### src/rtl/freq_gen_pkg.sv
// Shared types and default widths for the multi-channel frequency generator.
package freq_gen_pkg;

  // Output mode of one channel. Config codes 2 and 3 both map to MODE_OFF.
  typedef enum logic [1:0] {
    MODE_SQUARE = 2'd0,
    MODE_PULSE  = 2'd1,
    MODE_OFF    = 2'd2
  } mode_e;

  localparam int DefAccWidth = 16;
  localparam int DefNumCh    = 4;

  // Map the raw 2-bit config code onto a mode.
  function automatic mode_e decode_mode(input logic [1:0] code);
    case (code)
      2'd0:    return MODE_SQUARE;
      2'd1:    return MODE_PULSE;
      default: return MODE_OFF;
    endcase
  endfunction

endpackage

### src/rtl/nco_channel.sv
// One NCO channel: phase accumulator, active and pending config, registered
// output and wrap tick. Pending config is swapped in only at a wrap (or when
// the channel is idle) so period changes never produce a runt pulse.
module nco_channel
  import freq_gen_pkg::*;
#(
  parameter int AccWidth = DefAccWidth
) (
  input  logic                clk_in,
  input  logic                rst,
  input  logic                en,
  input  logic                cfg_load,
  input  logic [AccWidth-1:0] cfg_step,
  input  logic [AccWidth-1:0] cfg_phase,
  input  mode_e               cfg_mode,
  output logic                pending,
  output logic                clk_out,
  output logic                tick
);

  logic [AccWidth-1:0] acc;
  logic [AccWidth-1:0] step_a;
  logic [AccWidth-1:0] phase_a;
  mode_e               mode_a;
  logic [AccWidth-1:0] step_p;
  logic [AccWidth-1:0] phase_p;
  mode_e               mode_p;

  logic [AccWidth:0]   sum;
  logic                carry;
  logic [AccWidth-1:0] phased;
  logic                apply;

  // Accumulator add, phase-shifted view and the pending-apply qualifier.
  always_comb begin
    sum    = {1'b0, acc} + {1'b0, step_a};
    carry  = sum[AccWidth];
    phased = acc + phase_a;
    apply  = pending && (!en || (mode_a == MODE_OFF) || (step_a == '0) || carry);
  end

  // Channel state: accumulator, config registers and registered outputs.
  always_ff @(posedge clk_in) begin
    if (rst) begin
      acc     <= '0;
      step_a  <= '0;
      phase_a <= '0;
      mode_a  <= MODE_OFF;
      step_p  <= '0;
      phase_p <= '0;
      mode_p  <= MODE_OFF;
      pending <= 1'b0;
      clk_out <= 1'b0;
      tick    <= 1'b0;
    end else begin
      if (en) begin
        acc  <= sum[AccWidth-1:0];
        tick <= carry;
      end else begin
        tick <= 1'b0;
      end

      case (mode_a)
        MODE_SQUARE: if (en) clk_out <= phased[AccWidth-1];
        MODE_PULSE:  clk_out <= en & carry;
        default:     clk_out <= 1'b0;
      endcase

      // Load and apply are mutually exclusive: a load needs pending clear,
      // so a config accepted on a wrap cycle waits for the next wrap.
      if (apply) begin
        step_a  <= step_p;
        phase_a <= phase_p;
        mode_a  <= mode_p;
        pending <= 1'b0;
      end else if (cfg_load) begin
        step_p  <= cfg_step;
        phase_p <= cfg_phase;
        mode_p  <= cfg_mode;
        pending <= 1'b1;
      end
    end
  end

endmodule

### src/rtl/multi_freq_gen.sv
// Multi-channel frequency generator top: config decode and cfg_ready only;
// all timing state lives in the per-channel nco_channel instances.
module multi_freq_gen
  import freq_gen_pkg::*;
#(
  parameter int AccWidth = DefAccWidth,
  parameter int NumCh    = DefNumCh,
  parameter int ChW      = (NumCh > 1) ? $clog2(NumCh) : 1
) (
  input  logic                clk_in,
  input  logic                rst,
  input  logic [NumCh-1:0]    en,
  input  logic                cfg_valid,
  output logic                cfg_ready,
  input  logic [ChW-1:0]      cfg_ch,
  input  logic [AccWidth-1:0] cfg_step,
  input  logic [AccWidth-1:0] cfg_phase,
  input  logic [1:0]          cfg_mode,
  output logic [NumCh-1:0]    clk_out,
  output logic [NumCh-1:0]    tick
);

  logic [NumCh-1:0] pend;
  logic [NumCh-1:0] load;
  mode_e            mode_dec;

  // Ready drops only for an in-range channel that already holds a pending
  // config; out-of-range targets are accepted and dropped.
  always_comb begin
    cfg_ready = 1'b1;
    load      = '0;
    mode_dec  = decode_mode(cfg_mode);
    for (int unsigned c = 0; c < NumCh; c++) begin
      if (cfg_ch == ChW'(c) && pend[c]) cfg_ready = 1'b0;
    end
    for (int unsigned c = 0; c < NumCh; c++) begin
      load[c] = cfg_valid && cfg_ready && (cfg_ch == ChW'(c));
    end
  end

  for (genvar g = 0; g < NumCh; g++) begin : g_ch
    nco_channel #(
      .AccWidth (AccWidth)
    ) u_ch (
      .clk_in    (clk_in),
      .rst       (rst),
      .en        (en[g]),
      .cfg_load  (load[g]),
      .cfg_step  (cfg_step),
      .cfg_phase (cfg_phase),
      .cfg_mode  (mode_dec),
      .pending   (pend[g]),
      .clk_out   (clk_out[g]),
      .tick      (tick[g])
    );
  end

endmodule

### config.mk
export PLATFORM = sky130hd
export DESIGN_NAME = multi_freq_gen
export DESIGN_NICKNAME = d
export VERILOG_FILES = /design/src/rtl/freq_gen_pkg.sv /design/src/rtl/nco_channel.sv /design/src/rtl/multi_freq_gen.sv
export SDC_FILE = /design/constraint.sdc
export NUM_CORES = 1
export LEC_CHECK = 0
export ABC_CLOCK_PERIOD_IN_PS = 3030
export BUFFER_PORTS_ARGS = -buffer_cell sky130_fd_sc_hd__buf_2
export CORE_AREA = 2 2 212 214
export CTS_CLUSTER_DIAMETER = 120
export CTS_CLUSTER_SIZE = 20
export DETAILED_ROUTE_END_ITERATION = 6
export DIE_AREA = 0 0 214 216
export MAX_ROUTING_LAYER = met4
export PLACE_DENSITY = 0.67
export SLEW_MARGIN = 25
export SYNTH_ARGS = -nofsm -noshare
export SYNTH_HDL_FRONTEND = slang
export SYNTH_SLANG_ARGS = --single-unit
export TNS_END_PERCENT = 30
### constraint.sdc
create_clock -name clk_in -period 3.03 [get_ports clk_in]
set_input_delay 0.303 -clock clk_in [delete_from_list [all_inputs] [get_ports clk_in]]
set_output_delay 0.303 -clock clk_in [all_outputs]
set_load 0.005 [all_outputs]
## Yosys cells after proc, flatten, opt, wreduce, memory -nomap -nowiden

Index checks and enable logic that the tools add are counted.

| storage, ports and cells | value |
|---|---|
| latch bits | 0 |
| input port bits | 43 |
| word-level logic and storage cells | 140 |
| memories | 0 |
| bits in registers | 348 |
| bits in read-only memories | 0 |
| output and inout port bits | 9 |
| bits in writable memories | 0 |

| operators by class | value |
|---|---|
| magnitude comparators | 0 |
| multiplexer cells | 13 |
| divide/modulo/power cells | 0 |
| bitwise gates (word level) | 12 |
| $mul | 0 |
| equality and inequality tests | 16 |
| shift-type cells | 0 |
| add/sub/neg operators | 8 |
| reductions and logical operators | 51 |

Operators by type and width:

| operator | count |
|---|---|
| 16-bit by 16-bit adder with 17-bit output | 4 |
| 16-bit adder | 4 |
| 16-bit zero test | 4 |
| 2-bit OR reduction | 8 |
| 1-bit logical AND | 13 |
| 2-bit by 1-bit == test with 1-bit output (second input constant) | 6 |
| 2-bit == test (second input constant) | 6 |
| 2-bit zero test | 6 |
| 1-bit logical OR | 12 |
| 1-bit 2-to-1 mux | 8 |
| 2-bit inequality test (second input constant) | 4 |
| 1-bit NOT | 8 |
| 1-bit case mux with 2 select lines | 4 |
| 2-bit AND reduction | 4 |
| 1-bit bitwise AND | 4 |
| 1-bit zero test | 4 |
| 2-bit case mux with 2 select lines | 1 |

## Logic depth before layout (Yosys ltp)

| depth | value |
|---|---|
| word-level depth | 9 |
| mapped depth | 12 |

## Hierarchy

Synthesis repeated with hierarchy kept, for this count alone.

| unflattened totals | value |
|---|---|
| cell total of the unflattened synthesis | 1,958 |
| area total of the unflattened synthesis | 17,929.7 um^2 |

By module, submodules not included:

| module | times used | area each (um^2) | cells an instance |
|---|---|---|---|
| nco_channel (g_ch[1].u_ch ...) | 2 | 4,454.3 | 485 |
| nco_channel (g_ch[3].u_ch) | 1 | 4,698.3 | 498 |
| nco_channel (g_ch[0].u_ch) | 1 | 4,251.6 | 481 |
| multi_freq_gen | 1 | 71.3 | 9 |

## Least setup slack after synthesis

OpenSTA, ideal clock, no wires.

| timing | value |
|---|---|
| path kind | reg2reg |
| start | register g_ch[2].u_ch.step_a[0] |
| end | register g_ch[2].u_ch.phase_a[0] |
| data required time | 2.902 ns |
| path buffers | 2 |
| cell stages (with the launch flop) | 12 |
| data arrival time | 2.462 ns |
| path slack | 0.441 ns |
| cell sequence | dfxtp_1 > ha_1 > fa_1 > a211oi_1 > nor2_1 > a21o_1 > o221a_2 > o211ai_2 > buf_4 > buf_6 > mux2i_1 > nor2_1 |

| on the way | value |
|---|---|
| word-level cells in the longest chain between the ends | 4 |
| elaborated cells between the ends (all ways) | 5 |

Ends and longest elaborated chain:

| element | line | text |
|---|---|---|
| start, declared | nco_channel.sv:22 | `logic [AccWidth-1:0] step_a;` |
| start signal, assigned | nco_channel.sv:72 | `step_a <= step_p;` |
| branches (longest 2 deep; another with 16-bit by 16-bit adder with 17-bit output) | n/a |  |
| 1-bit logical OR (*) | nco_channel.sv:39 | `apply = pending && (!en \|\| (mode_a == MODE_OFF) \|\| (step_a == '0) \|\| carry);` |
| 1-bit logical AND (*) | nco_channel.sv:39 |  |
| end signal, assigned | nco_channel.sv:73 | `phase_a <= phase_p;` |
| end, declared | nco_channel.sv:23 | `logic [AccWidth-1:0] phase_a;` |

Mark *: on every way between the ends.
A chain may end at the register's enable or synchronous reset.

## Worst setup path in the final report

| timing | value |
|---|---|
| start | register g_ch[2].u_ch.step_a[0] |
| end | register g_ch[2].u_ch.phase_a[11] |

Same word-level chain as after synthesis.

==> key figures <==
Drt
  – Final WL: 45300 um
  – First-pass iteration count of the detailed router: 5
  – Remaining DRCs: 0
  – Final antenna-violating net count: 0
  – Via count: 14400
  – Wire per inst: 17.5 um
  – 1st-iter DRT viols: 1174
  – Post-DR vias/cell: 5.55

Die
  – Chip Width: 214 um
  – Initial core utilization: 39.8%
  – Die Height: 216 um
  – Core area: 0.0438 sq mm
  – I/O pins: 52
  – DIE AREA: 0.0462 sq mm
  – Rows: 77

CTS
  – Clk buf depth: 3
  – H-tree levels: 1
  – Clock latency on the worst-skew pair: 540 ps
  – Num CTS Buffers: 21
  – CTS tree: done
  – Clock Pin Slew Worst Setup and Hold Paths: 90 ps
  – Clock sink count: 348
  – Clock root buffer master: clkbuf_16

STA
  – Tightest Pin Transition: 792 ps
  – Clk_skew: 21.2 ps
  – Min Tclk post-route: 2800 ps
  – Pins Over Slew Limit: 0
  – Slew margin rel.: 47.1%
  – Final WS setup: 233 ps
  – Final hold violations: 0
  – Max frequency: 0.357 GHz
  – RSZ-0062 raised after global routing: no
  – Fin crit share: 92.3%
  – Setup_tns: 0 ps
  – # setup viols final: 0

Logic synthesis
  – Synthesized Nets: 2185
  – EDFF count, synth: 0
  – Main flop type after synthesis: dfxtp_1
  – Area contributors post-synth: dfxtp_1, ha_1, mux2i_1
  – Asr flop ratio synth: 0%
  – Top cell type's share of synthesized area: 39.9%
  – Ys Warns: 0
  – #FFs+latches synth: 348
  – Cell Area, Synth: 0.0175 sq mm
  – Sequential fraction of the synthesis area: 39.9%
  – Distinct cell type count after synthesis: 76
  – Synth area leader: dfxtp_1
  – Synth Area per Inst: 8.65 sq um
  – Gate Count Post-Synth: 2018

Critical path
  – Reg-to-Reg End: g_ch[2].u_ch.phase_a[11]
  – Slowest Stage Delay on Critical Path: 450 ps
  – Buf/Inv on CP: 1
  – R2r setup slk: 230 ps
  – Cell depth of the worst flop-to-flop path: 10
  – Crit path capture type: register
  – Worst r2r src: g_ch[2].u_ch.step_a[0]
  – Slowest CP cell: fa_1
  – Worst Path Arrival: 3190 ps
  – Critical path's top delay family: compound AO/OA/AOI/OAI gates
  – Setup CP Type: register to register
  – CP Launch Type: register
  – CP Launch Point: g_ch[2].u_ch.step_a[0]
  – Critical-path maximum fanout: 27
  – Crit-path most repeated cell: nor2_1
  – Worst setup path end: g_ch[2].u_ch.phase_a[11]
  – CP Cell Sequence: ha_1 -> fa_1 -> a211oi_2 -> nor2_1 -> a21o_1 -> o221a_2 -> o211ai_4 -> buf_12 -> mux2i_1 -> nor2_1
  – Worst path depth: 10
  – Required @ worst endpoint: 3430 ps

Finish
  – Fin nets: 2164
  – Share of cells above drive strength 1: 6.76%
  – Most frequent cells in the layout: dfxtp_1, nand2_1, a21oi_1, nor2_1, mux2i_1
  – Commonest non-fill, non-tap cell in the layout: dfxtp_1
  – Area Overhead vs Synth: 7.75%

GRT
  – Initial antenna violation count: 2
  – Global-route wire length before repair: 72100 um
  – GRT Overall Usage: 19.6%
  – Largest net degree at the start of global routing: 139
  – Remaining Overflow, GRT: 0
  – Vias in the first global route: 13400

Status
  – Status: complete, no violations

Placed design
  – Place WS: 173 ps
  – Placer Congestion: 0.884
  – Final HPWL DP: 31300 um
  – IO Port Bufs: 51

Flow run
  – Maximum Capacitance Violations: 0

Pwr
  – VDD IR max: 0.430 mV
  – Pwr Density: 426 mW/mm^2
  – Leakage Power: 8.04 nW

Worst hold path
  – Hold Crit Class: input pin to register
==> logic make-up after synthesis <==
family                     Yosys count  share of synthesized area [%]
xor gates and xnor gates            47                           2.36
muxes                              134                           7.69
adders and majority gates          124                           9.06
and+or+nand+nor                    752                           19.8
AOI/OAI and AO/OA                  460                           17.2
DFF                                348                           39.9
buffers and inverters              153                           3.95
==> worst min path at each step <==
stage | from | endpoint | slack (ps) | cells after the start
2_1_floorplan | g_ch[0].u_ch.mode_a[1] | g_ch[0].u_ch.clk_out | 400 | 1
3_3_place_gp | g_ch[0].u_ch.mode_a[1] | g_ch[0].u_ch.clk_out | 420 | 1
3_5_place_dp | g_ch[0].u_ch.mode_a[1] | g_ch[0].u_ch.clk_out | 410 | 1
4_1_cts | cfg_phase[11] | g_ch[0].u_ch.phase_p[11] | 70 | 3
5_1_grt | cfg_phase[11] | g_ch[0].u_ch.phase_p[11] | 90 | 3
6_report | cfg_phase[11] | g_ch[0].u_ch.phase_p[11] | 90 | 3
==> cell type report <==
class	count	area [sq um]
clock buffers	22	529
multi-input cells	1517	9870
well taps	592	741
repair buffers	84	588
fillers	4327	25000
diodes	2	5.00
inverters	25	93.8
clock inverters	1	16.3
flip-flops and latches	348	6970
==> sequential cells by signal, indices dropped and copies added, names as in the netlist <==
register / cells
g_ch.u_ch.step_p: 64
g_ch.u_ch.clk_out: 4
g_ch.u_ch.acc: 64
g_ch.u_ch.mode_p: 8
g_ch.u_ch.step_a: 64
g_ch.u_ch.phase_a: 64
g_ch.u_ch.pending: 4
g_ch.u_ch.tick: 4
g_ch.u_ch.phase_p: 64
g_ch.u_ch.mode_a: 8
==> stage by stage <==
step | total power, mW | instances | utilization [%] | cell area [sq um] | hold WS, ps
after floorplan | 5.10 | 2018 | - | 17500 | 401
after global placement | 5.29 | 2558 | 41.5 | 18200 | 420
after CTS | 8.06 | 2581 | 42.7 | 18700 | 65.6
after global routing | 8.28 | 2591 | 42.9 | 18800 | 86.8
after detailed placement | 5.30 | 2558 | 41.5 | 18200 | 415
final | 8.02 | 2591 | 42.9 | 18800 | 93.5
==> power by group <==
group | leakage, nW | switching (mW) | internal [mW]
combinational | 4.96 | 0.359 | 0.150
sequential | 2.81 | 0.0479 | 4.65
clock | 0.267 | 1.56 | 1.25
total | 8.04 | 1.97 | 6.05
==> synthesized netlist by cell type, types with 5 or more instances <==
cell and n:
dfxtp_1 348, nand2_1 324, a21oi_1 200, nor2_1 197
mux2i_1 133, ha_1 120, clkbuf_1 99, o21ai_0 52
and3_1 44, a211o_1 37, a32o_1 34, nor4b_1 34
xnor2_1 34, nand3_1 30, inv_1 24, a211oi_1 23
a21o_1 22, nand4_1 21, nor3_1 21, nor4_1 19
nand2b_1 16, a31oi_1 14, xor2_1 13, buf_4 12
o211ai_1 10, o21bai_1 9, nor2b_1 8, nor3b_1 7
o22ai_1 7, and2_1 6, nand3b_1 6, or2_2 6
a2111oi_0 5, buf_1 5, buf_2 5, o31ai_1 5
==> worst register-to-register path, stage by stage, from the launching register on <==
cell and delay, ps:
dfxtp_1 330, ha_1 240, fa_1 450, a211oi_2 250, nor2_1 100, a21o_1 200
o221a_2 320, o211ai_4 240, buf_12 240, mux2i_1 240, nor2_1 50
==> layer usage <==
layer | vias to the layer above | wire length, um | GRT usage (%)
met5 | - | 0 | -
met4 | 0 | 856 | 4.20
met3 | 57 | 2370 | 3.02
met2 | 283 | 20700 | 31.6
met1 | 6861 | 21300 | 26.0
li1 | 7181 | - | -
==> what timing repair did <==
action | in CTS | in global routing
setup buffers | 0 | 8
resized for setup | 0 | 3
hold buffers | 0 | 0
endpoints found under the setup margin | 0 | 30
Power figures use the tool's default switching activity.
